<file path="src/rtl/ysyx_24100006_icache_flush_ctrl.sv">
// Purpose: sequences the fence.i icache invalidation (hold fetch, drain refill, sweep the sets, pulse done).
// Latency: with the icache idle, the sets are cleared in cycles 1..NSETS after the flush_req rising edge, and flush_done pulses at NSETS+1 (fast build: clear at 1, done at 2).
// Backpressure: i_icache_busy stalls the start of the sweep in WAIT. A request arriving while a flush is running is dropped.
//
// Optional build macro: ICACHE_FLUSH_FAST_EN
//   Defined   -> a single bulk-clear cycle (o_inv_all), and no set index counter.
//   Undefined -> one set per cycle via o_inv_en/o_inv_idx, with o_inv_all tied 0.
//
// Ports:
//   i_clk          clock; all state updates on posedge
//   i_reset        synchronous, active-high reset
//   i_flush_req    level from EXE; only its rising edge starts a flush
//   i_icache_busy  refill/AXI burst in flight; the sweep must not begin while high
//   o_fetch_hold   blocks IFU lookups/refills for the whole flush, DONE included
//   o_flush_busy   any non-IDLE state
//   o_inv_en       clear all ways' valid bits in set o_inv_idx this cycle
//   o_inv_idx      set being invalidated (0 outside SWEEP)
//   o_inv_all      bulk-clear of all valid bits (fast build only)
//   o_flush_done   one-cycle completion pulse to EXE
module ysyx_24100006_icache_flush_ctrl #(
    parameter int NSETS = 16,
    parameter int IDX_W = 4
) (
    input  logic             i_clk,
    input  logic             i_reset,
    input  logic             i_flush_req,
    input  logic             i_icache_busy,
    output logic             o_fetch_hold,
    output logic             o_flush_busy,
    output logic             o_inv_en,
    output logic [IDX_W-1:0] o_inv_idx,
    output logic             o_inv_all,
    output logic             o_flush_done
);

    localparam logic [1:0] S_IDLE  = 2'd0;
    localparam logic [1:0] S_WAIT  = 2'd1;
    localparam logic [1:0] S_SWEEP = 2'd2;
    localparam logic [1:0] S_DONE  = 2'd3;

    logic [1:0] r_state;
    logic       r_req_q;
    logic       w_start;

    // Only a rising edge starts a flush. A request held high across
    // DONE->IDLE therefore does not retrigger.
    assign w_start = i_flush_req & ~r_req_q;

`ifdef ICACHE_FLUSH_FAST_EN
    always_ff @(posedge i_clk) begin
        if (i_reset) begin
            r_state <= S_IDLE;
            r_req_q <= 1'b0;
        end else begin
            r_req_q <= i_flush_req;
            case (r_state)
                S_IDLE:  if (w_start) r_state <= i_icache_busy ? S_WAIT : S_SWEEP;
                S_WAIT:  if (!i_icache_busy) r_state <= S_SWEEP;
                S_SWEEP: r_state <= S_DONE;
                default: r_state <= S_IDLE;
            endcase
        end
    end

    assign o_inv_en  = 1'b0;
    assign o_inv_idx = '0;
    assign o_inv_all = (r_state == S_SWEEP);
`else
    localparam logic [IDX_W-1:0] LAST_IDX = IDX_W'(NSETS - 1);

    logic [IDX_W-1:0] r_idx;

    always_ff @(posedge i_clk) begin
        if (i_reset) begin
            r_state <= S_IDLE;
            r_req_q <= 1'b0;
            r_idx   <= '0;
        end else begin
            r_req_q <= i_flush_req;
            case (r_state)
                S_IDLE: begin
                    if (w_start) begin
                        r_state <= i_icache_busy ? S_WAIT : S_SWEEP;
                        r_idx   <= '0;
                    end
                end
                S_WAIT:  if (!i_icache_busy) r_state <= S_SWEEP;
                S_SWEEP: begin
                    // Stop on the last set instead of wrapping, so that r_idx
                    // never leaves the range 0..NSETS-1.
                    if (r_idx == LAST_IDX) r_state <= S_DONE;
                    else                   r_idx   <= r_idx + 1'b1;
                end
                default: r_state <= S_IDLE;
            endcase
        end
    end

    assign o_inv_en  = (r_state == S_SWEEP);
    assign o_inv_idx = (r_state == S_SWEEP) ? r_idx : '0;
    assign o_inv_all = 1'b0;
`endif

    // The outputs are decoded purely from the registered state. Hold stays
    // high through DONE, so the first fetch after a flush sees invalid sets.
    assign o_fetch_hold = (r_state != S_IDLE);
    assign o_flush_busy = (r_state != S_IDLE);
    assign o_flush_done = (r_state == S_DONE);

`ifndef SYNTHESIS
    // A refill starting mid-sweep is a protocol violation by the fetch side.
    // The sweep ignores it.
    a_no_busy_in_sweep: assert property (@(posedge i_clk) disable iff (i_reset)
        (r_state == S_SWEEP) |-> !$rose(i_icache_busy));
`endif

endmodule

</file>
<file path="config.mk">
export PLATFORM = sky130hd
export DESIGN_NAME = ysyx_24100006_icache_flush_ctrl
export DESIGN_NICKNAME = d
export VERILOG_FILES = /design/src/rtl/ysyx_24100006_icache_flush_ctrl.sv
export SDC_FILE = /design/constraint.sdc
export NUM_CORES = 1
export LEC_CHECK = 0
export BUFFER_PORTS_ARGS = -buffer_cell sky130_fd_sc_hd__buf_4
export CAP_MARGIN = 20
export CORE_MARGIN = 2
export CORE_UTILIZATION = 35
export DETAILED_ROUTE_END_ITERATION = 7
export PLACE_DENSITY = 0.66
export SYNTH_ARGS = -nofsm -noshare
export SYNTH_HDL_FRONTEND = slang
export SYNTH_SLANG_ARGS = --single-unit
export TNS_END_PERCENT = 20
</file>
<file path="constraint.sdc">
create_clock -name i_clk -period 3.3 [get_ports i_clk]
set_input_delay 0.66 -clock i_clk [delete_from_list [all_inputs] [get_ports i_clk]]
set_output_delay 0.66 -clock i_clk [all_outputs]
set_load 0.02 [all_outputs]
</file>
After elaboration in Yosys (flattened, before gate mapping):

Index checks and enable logic that the tools add are counted.

* add/subtract/negate cells: 1
* eq/ne operators: 8
* multiplexer cells: 9
* bitwise logic cells: 2
* reduce and logical (&&, ||, !) cells: 5

Operator list (number)
* $mux W4: 3
* $mux W2: 4
* $pmux W4 S2: 1
* $ne A2 B2 Y1 const B: 3
* $pmux W2 S3: 1
* $reduce_and A3 Y1: 2
* $add A4 B1 Y4 const B: 1
* $eq A2 B2 Y1 const B: 2
* $eq A4 B4 Y1 const B: 1
* $reduce_bool A2 Y1: 2
* $eq A2 B1 Y1 const B: 1
* $logic_not A2 Y1: 1
* $ne A2 B1 Y1 const B: 1
* $and A1 B1 Y1: 1
* $not A1 Y1: 1

* register bits: 7
* bits of input ports: 4
* output and inout port bits: 9
* logic and storage cells: 28

Longest topological paths before layout:

Gate-level depths: netlist of the first run.

* depth after elaboration: 4
* gate-level depth with buffers: 7
* gate-level depth less buffers: 6

Worst setup path before layout of the first run:

OpenSTA, ideal clock, no wires.

* path kind: reg2out
* start point: register r_state[0]
* end point: output port o_inv_idx[1]
* arrival time: 1.266 ns
* required time: 2.640 ns
* setup slack: 1.374 ns
* cell stages (with the launch flop): 5
* path buffers: 1
* path through: dfxtp_1 > inv_1 > ha_1 > clkbuf_1 > and2_1

* longest elaborated chain between the ends: 2

RTL lines
* from (decl): line 41 `logic [1:0] r_state;`
* from (signal assigned): line 83 `r_state <= i_icache_busy ? S_WAIT : S_SWEEP;`
* $eq A2 B2 Y1
* named net o_inv_en: line 30 `output logic o_inv_en,`
* $mux W4: line 100 `assign o_inv_idx = (r_state == S_SWEEP) ? r_idx : '0;`
* to (decl): line 31 `output logic [IDX_W-1:0] o_inv_idx,`

The timed path passes the listed nets, and every way through them passes these cells.

Final worst setup path of the first run:

* start point: register r_state[0]
* end point: output port o_inv_idx[3]

* longest elaborated chain between the ends: 2

RTL lines (line)
* $eq A2 B2 Y1: 100
* $mux W4: 100

Every way passes these cells.

==> results of run 1 <==
-- state kept, by name (all words and copies together) (netlist names) --
signal	flops
r_idx	4
r_req_q	1
r_state	2
-- worst register-to-register path: cells and delay by family, from the launching register on --
kind	cells	cell delay (ns)
compound gates	2	0.66
buf+inv	1	0.09
mux	1	0.26
fa+ha+maj	1	0.36
flops	1	0.42
-- layout make-up --
cell class              count  area, µm²  area share
clock buffers               4       26.3      0.0440
well taps                  15       18.8      0.0314
multi-input cells          44        314       0.526
flip-flops and latches      7        140       0.235
repair buffers             11       82.6       0.138
inverters                   4       15.0      0.0252
-- power by group --
group          internal, W  switching [W]  leakage (nW)   total, W
combinational    0.0000757       0.000121         0.190   0.000196
clock            0.0000464      0.0000350        0.0150  0.0000814
sequential       0.0000977      0.0000157        0.0571   0.000113
total             0.000220       0.000171         0.262   0.000391
-- metal layers --
layer | up-vias | track usage
met5 | - | 0
met4 | 0 | 0.0242
met3 | 0 | 0.0957
met2 | 14 | 0.207
met1 | 211 | 0.181
li1 | 233 | -
-- final timing paths --
kind | from | endpoint | cells after the start
min reg2reg | r_idx[1] | r_idx[1] | 2
max reg2reg | r_state[0] | r_state[0] | 5
max | r_state[0] | o_inv_idx[3] | 4
min | r_idx[1] | r_idx[1] | 2
-- kinds of logic after synthesis --
family | after synthesis | share of synthesized area
simple gates | 22 | 0.274
compound gates | 14 | 0.187
buf+inv | 7 | 0.0692
flops | 7 | 0.287
fa+ha+maj | 6 | 0.154
mux | 1 | 0.0205
other cells | 1 | 0.00768
-- cells in the mapped netlist, drive strengths merged --
master	count
nand2	1
mux2i	1
buf	2
clkbuf	1
nand3	3
nand4	3
a31oi	2
conb	1
a222oi	1
dfxtp	7
ha	6
o21ai	3
and4	1
o21bai	1
a2111oi	1
inv	4
nand2b	1
a21oi	3
nor2b	1
o31ai	2
a211oi	1
nor2	5
nand4b	2
and2	5
-- placed cells by master, fill, tap and decap left out, drive strengths merged --
cell and n:
buf 11, dfxtp 7, ha 6, nor2 5, and2 5, inv 4
clkbuf 4, o21ai 3, nand4 3, a21oi 3, nand3 3, nand4b 2
a31oi 2, o31ai 2, nand2b 1, nand2 1, a222oi 1, o21bai 1
nor2b 1, and4 1, a2111oi 1, mux2i 1, a211oi 1, conb 1
-- stage by stage --
step                      std cells  power (W)  worst slack [ns]  area [µm²]
after detailed placement         81   0.000309              1.39         571
after global placement           81   0.000310              1.38         571
after global routing             85   0.000424             0.996         597
final                            85   0.000391              1.10         597
after floorplan                  58   0.000262              1.37         488
after CTS                        85   0.000394              1.11         597
==> run metrics, run 1 <==
WS Path Type flop to output pin; area grow syn2layout 22.3%; max-cap violations 0; CP bufs+invs 2; Die Width 41.3 µm; buffer count from post-CTS setup fixing 0; CTS clk-pin slew, worst paths 0.06 ns; status complete, no violations; final setup skew 0.00144 ns; Top delay family on crit path flip-flops; die height 41.3 µm; Final Setup Violations 0; WL met1 496 µm; slew margin rel. 0.582; Iter 0 DRT Violations 9; worst-margin pin slew 0.627 ns; final hold violations 0; Worst Setup End Kind output pin; CP max FO 14; Buffers on Ports 11; Critical Path Start Type flop; Yosys reg bits 7; row count 13; worst path cell trace inv_1 -> ha_1 -> and2_2 -> buf_4; initial antenna violation count 0; first-pass GRT wire length 1.54 mm; Synth Cell Area 488 µm²; Core Util, Final 0.459; Vias 458; met3 routed WL 69 µm; Starting Density 0.375; ANT nets after route 0; min-delay worst type flop to flop; # H-tree levels 1; fill cell total of the finished layout 125; Placer Congestion 0.746; Root Buffer clkbuf_4; leakage power 0.262 nW; Synth area leaders dfxtp_1, ha_1, and2_1, nand4_1, nor2_1; r2r setup slk 1.39 ns; max incr delay on CP 0.42 ns; hold slack 0.502 ns; dominant cell type by area after synthesis dfxtp_1; yosys warns 0; Avg Cell Area, Syn 8.41 µm²; First-pass DRT Iterations 4; grt total ovfl 0; Power Density 655 mW/mm²; layout cells sized above 1 0.243; largest net degree at the start of global routing 15; minimum clock period 2.20 ns; WL per Instance 12.0 µm; Worst EP required 2.64 ns; DRC viols 0; worst skew pair latency 0.25 ns; CTS tree yes; register area share after synthesis 0.287; vias in the first global route 361; Net Count, Synth 68; Ports 13; uppermost routed layer met3; Max IR drop VDD 0.000415 V; setup TNS 0 ns; top cell type's share of synthesized area 0.287; f_max 0.455 GHz; fin crit share 0.666; # hold bufs at CTS 0; GRT Total Usage 0.144; Final Max Tran Viols 0; WP data arrival 1.54 ns; CP max-delay cell dfxtp_1; Post-layout nets 81; Cells after Synth 58; die area 0.00171 mm²; RSZ-0062 raised after global routing false; CTS max path bufs 2; CORE AREA 0.00130 mm²; CTS Sinks 7; Netlist cell types 26; Routed WL 1.02 mm; diodes inserted 0; routed length on met2 451 µm; post-CTS sizing 0; Detailed Place HPWL 675 µm; Num CTS Buffers 3; Via density 5.39
(Power assumes the default switching activity.)
==> run 2: changes to the inputs <==
--- a/config.mk
+++ b/config.mk
@@ -10,7 +10,7 @@
 export CORE_MARGIN = 2
 export CORE_UTILIZATION = 35
 export DETAILED_ROUTE_END_ITERATION = 7
-export PLACE_DENSITY = 0.66
+export PLACE_DENSITY = 0.68
 export SYNTH_ARGS = -nofsm -noshare
 export SYNTH_HDL_FRONTEND = slang
 export SYNTH_SLANG_ARGS = --single-unit
==> constraint.sdc (replaced) <==
create_clock -name i_clk -period 1.9 [get_ports i_clk]
set_input_delay 0.38 -clock i_clk [delete_from_list [all_inputs] [get_ports i_clk]]
set_output_delay 0.38 -clock i_clk [all_outputs]
set_load 0.02 [all_outputs]
==> run metrics, run 2 (same netlist as run 1, synthesis figures left out) <==
status complete, no violations; diodes inserted 0; P_sw 0.000308 W; ANT nets after route 0; Iter 0 DRT Violations 9; Top delay family on crit path buffers and inverters; Ports 13; First-pass DRT Iterations 4; sequential share of power 0.276; GRT Total Usage 0.153; Routed WL 1.06 mm; Layout Cells excl Fill 88; area grow syn2layout 27.7%; initial antenna violation count 0; WS Path Type flop to output pin; CTS clk-pin slew, worst paths 0.05 ns; f_max 0.561 GHz; max-cap violations 0; Pint 0.000414 W; vias in the first global route 378; Worst EP required 1.52 ns; Starting Density 0.375; Final Max Tran Viols 0; clock share of power 0.200; fin crit share 0.938; Placement Cell Area 593 µm²; grt total ovfl 0; Worst Setup End Kind output pin; # hold bufs at CTS 0; minimum clock period 1.78 ns; max incr delay on CP 0.37 ns; final setup skew 0.00343 ns; WP data arrival 1.40 ns; layout cells sized above 1 0.301; Max IR drop VDD 0.000736 V; # H-tree levels 1; final hold violations 0; leakage power 0.277 nW; Vias 477; Post-layout nets 84; Power Density 1160 mW/mm²; Critical Path Most Common Cell buf_4; final instance area 623 µm²; Via density 5.42; Sw Share 0.427; Final Setup Violations 0; first-pass GRT wire length 1.64 mm; die height 41.3 µm; Place WS 0.262 ns; CP max-delay cell dfxtp_2; buffer count from post-CTS setup fixing 0; Critical Path Start Type flop; die area 0.00171 mm²; Comb power frac 0.523; Die Width 41.3 µm; most frequent cells in the layout buf_4, dfxtp_1, nor2_1, ha_1; placed instance count 84; Regs by FF count r_idx (4), r_state (2), r_req_q (1); Num CTS Buffers 3; CTS tree yes; row count 13; setup TNS 0 ns; Placer Congestion 0.839; Root Buffer clkbuf_4; setup ws final 0.118 ns; Largest register FFs 4; CTS Sinks 7; DRC viols 0; CORE AREA 0.00130 mm²; RSZ-0062 raised after global routing false; commonest non-fill, non-tap cell in the layout buf_4; CP bufs+invs 3; WL per Instance 12.0 µm; worst skew pair latency 0.26 ns; Detailed Place HPWL 799 µm; min-delay worst type primary input to flop; Buffers on Ports 11; fill cell total of the finished layout 143; Biggest register r_idx; CTS max path bufs 2; CP max FO 6; worst path cell trace inv_1 -> ha_2 -> buf_4 -> and2_2 -> buf_4; largest net degree at the start of global routing 9
==> run 2: layout make-up <==
cell class	count	area, µm²	area share
multi-input combinational	44	317	0.508
sequential	7	141	0.227
timing repair buffer	14	105	0.169
clock buffer	4	26.3	0.0422
tap	15	18.8	0.0301
inverter	4	15.0	0.0241
==> run 2: through the flow <==
step | utilization | power, W | hold WS, ns
finish | 0.479 | 0.000722 | 0.343
global route | 0.479 | 0.000781 | 0.343
CTS | 0.477 | 0.000724 | 0.340
detailed placement | 0.456 | 0.000575 | 0.509
global placement | 0.456 | 0.000574 | 0.494
floorplan | - | 0.000454 | 0.449
==> run 2: what timing repair did <==
item | 4_1_cts | 5_1_grt
endpoints found under the setup margin | 2 | 2
gates cloned | 0 | 0
endpoints found under the hold margin | 0 | 0
gates resized for setup | 1 | 1
==> run 2: worst paths after layout <==
path / from / end / slack, ns / cells after the start
max: r_state[0] / o_inv_idx[3] / 0.12 / 5
min: i_flush_req / r_req_q / 0.34 / 2
max reg2reg: r_state[1] / r_state[0] / 0.25 / 6
min reg2reg: r_idx[1] / r_idx[1] / 0.52 / 2
==> run 2: routing by layer <==
| layer | global-route usage | share of wire | vias up |
|---|---|---|---|
| met5 | 0 | 0 | - |
| met3 | 0.0957 | 0.093 | 2 |
| li1 | - | - | 240 |
| met4 | 0.0484 | 0.010 | 0 |
| met2 | 0.242 | 0.45 | 13 |
| met1 | 0.168 | 0.44 | 222 |
==> run 2: power groups by stage <==
stage	Combinational [W]	Sequential, W	Clock, W
floorplan	0.000260	0.000194	0
global placement	0.000375	0.000199	0
detailed placement	0.000376	0.000200	0
CTS	0.000376	0.000199	0.000148
global route	0.000419	0.000202	0.000159
finish	0.000378	0.000199	0.000145
==> run 2: worst reg2reg max path, stage by stage, from the launching register on <==
cell and delay [ns]:
dfxtp_1 0.38, inv_1 0.13, ha_1 0.28, a222oi_1 0.31, buf_4 0.19, mux2i_1 0.17, a21oi_1 0.07
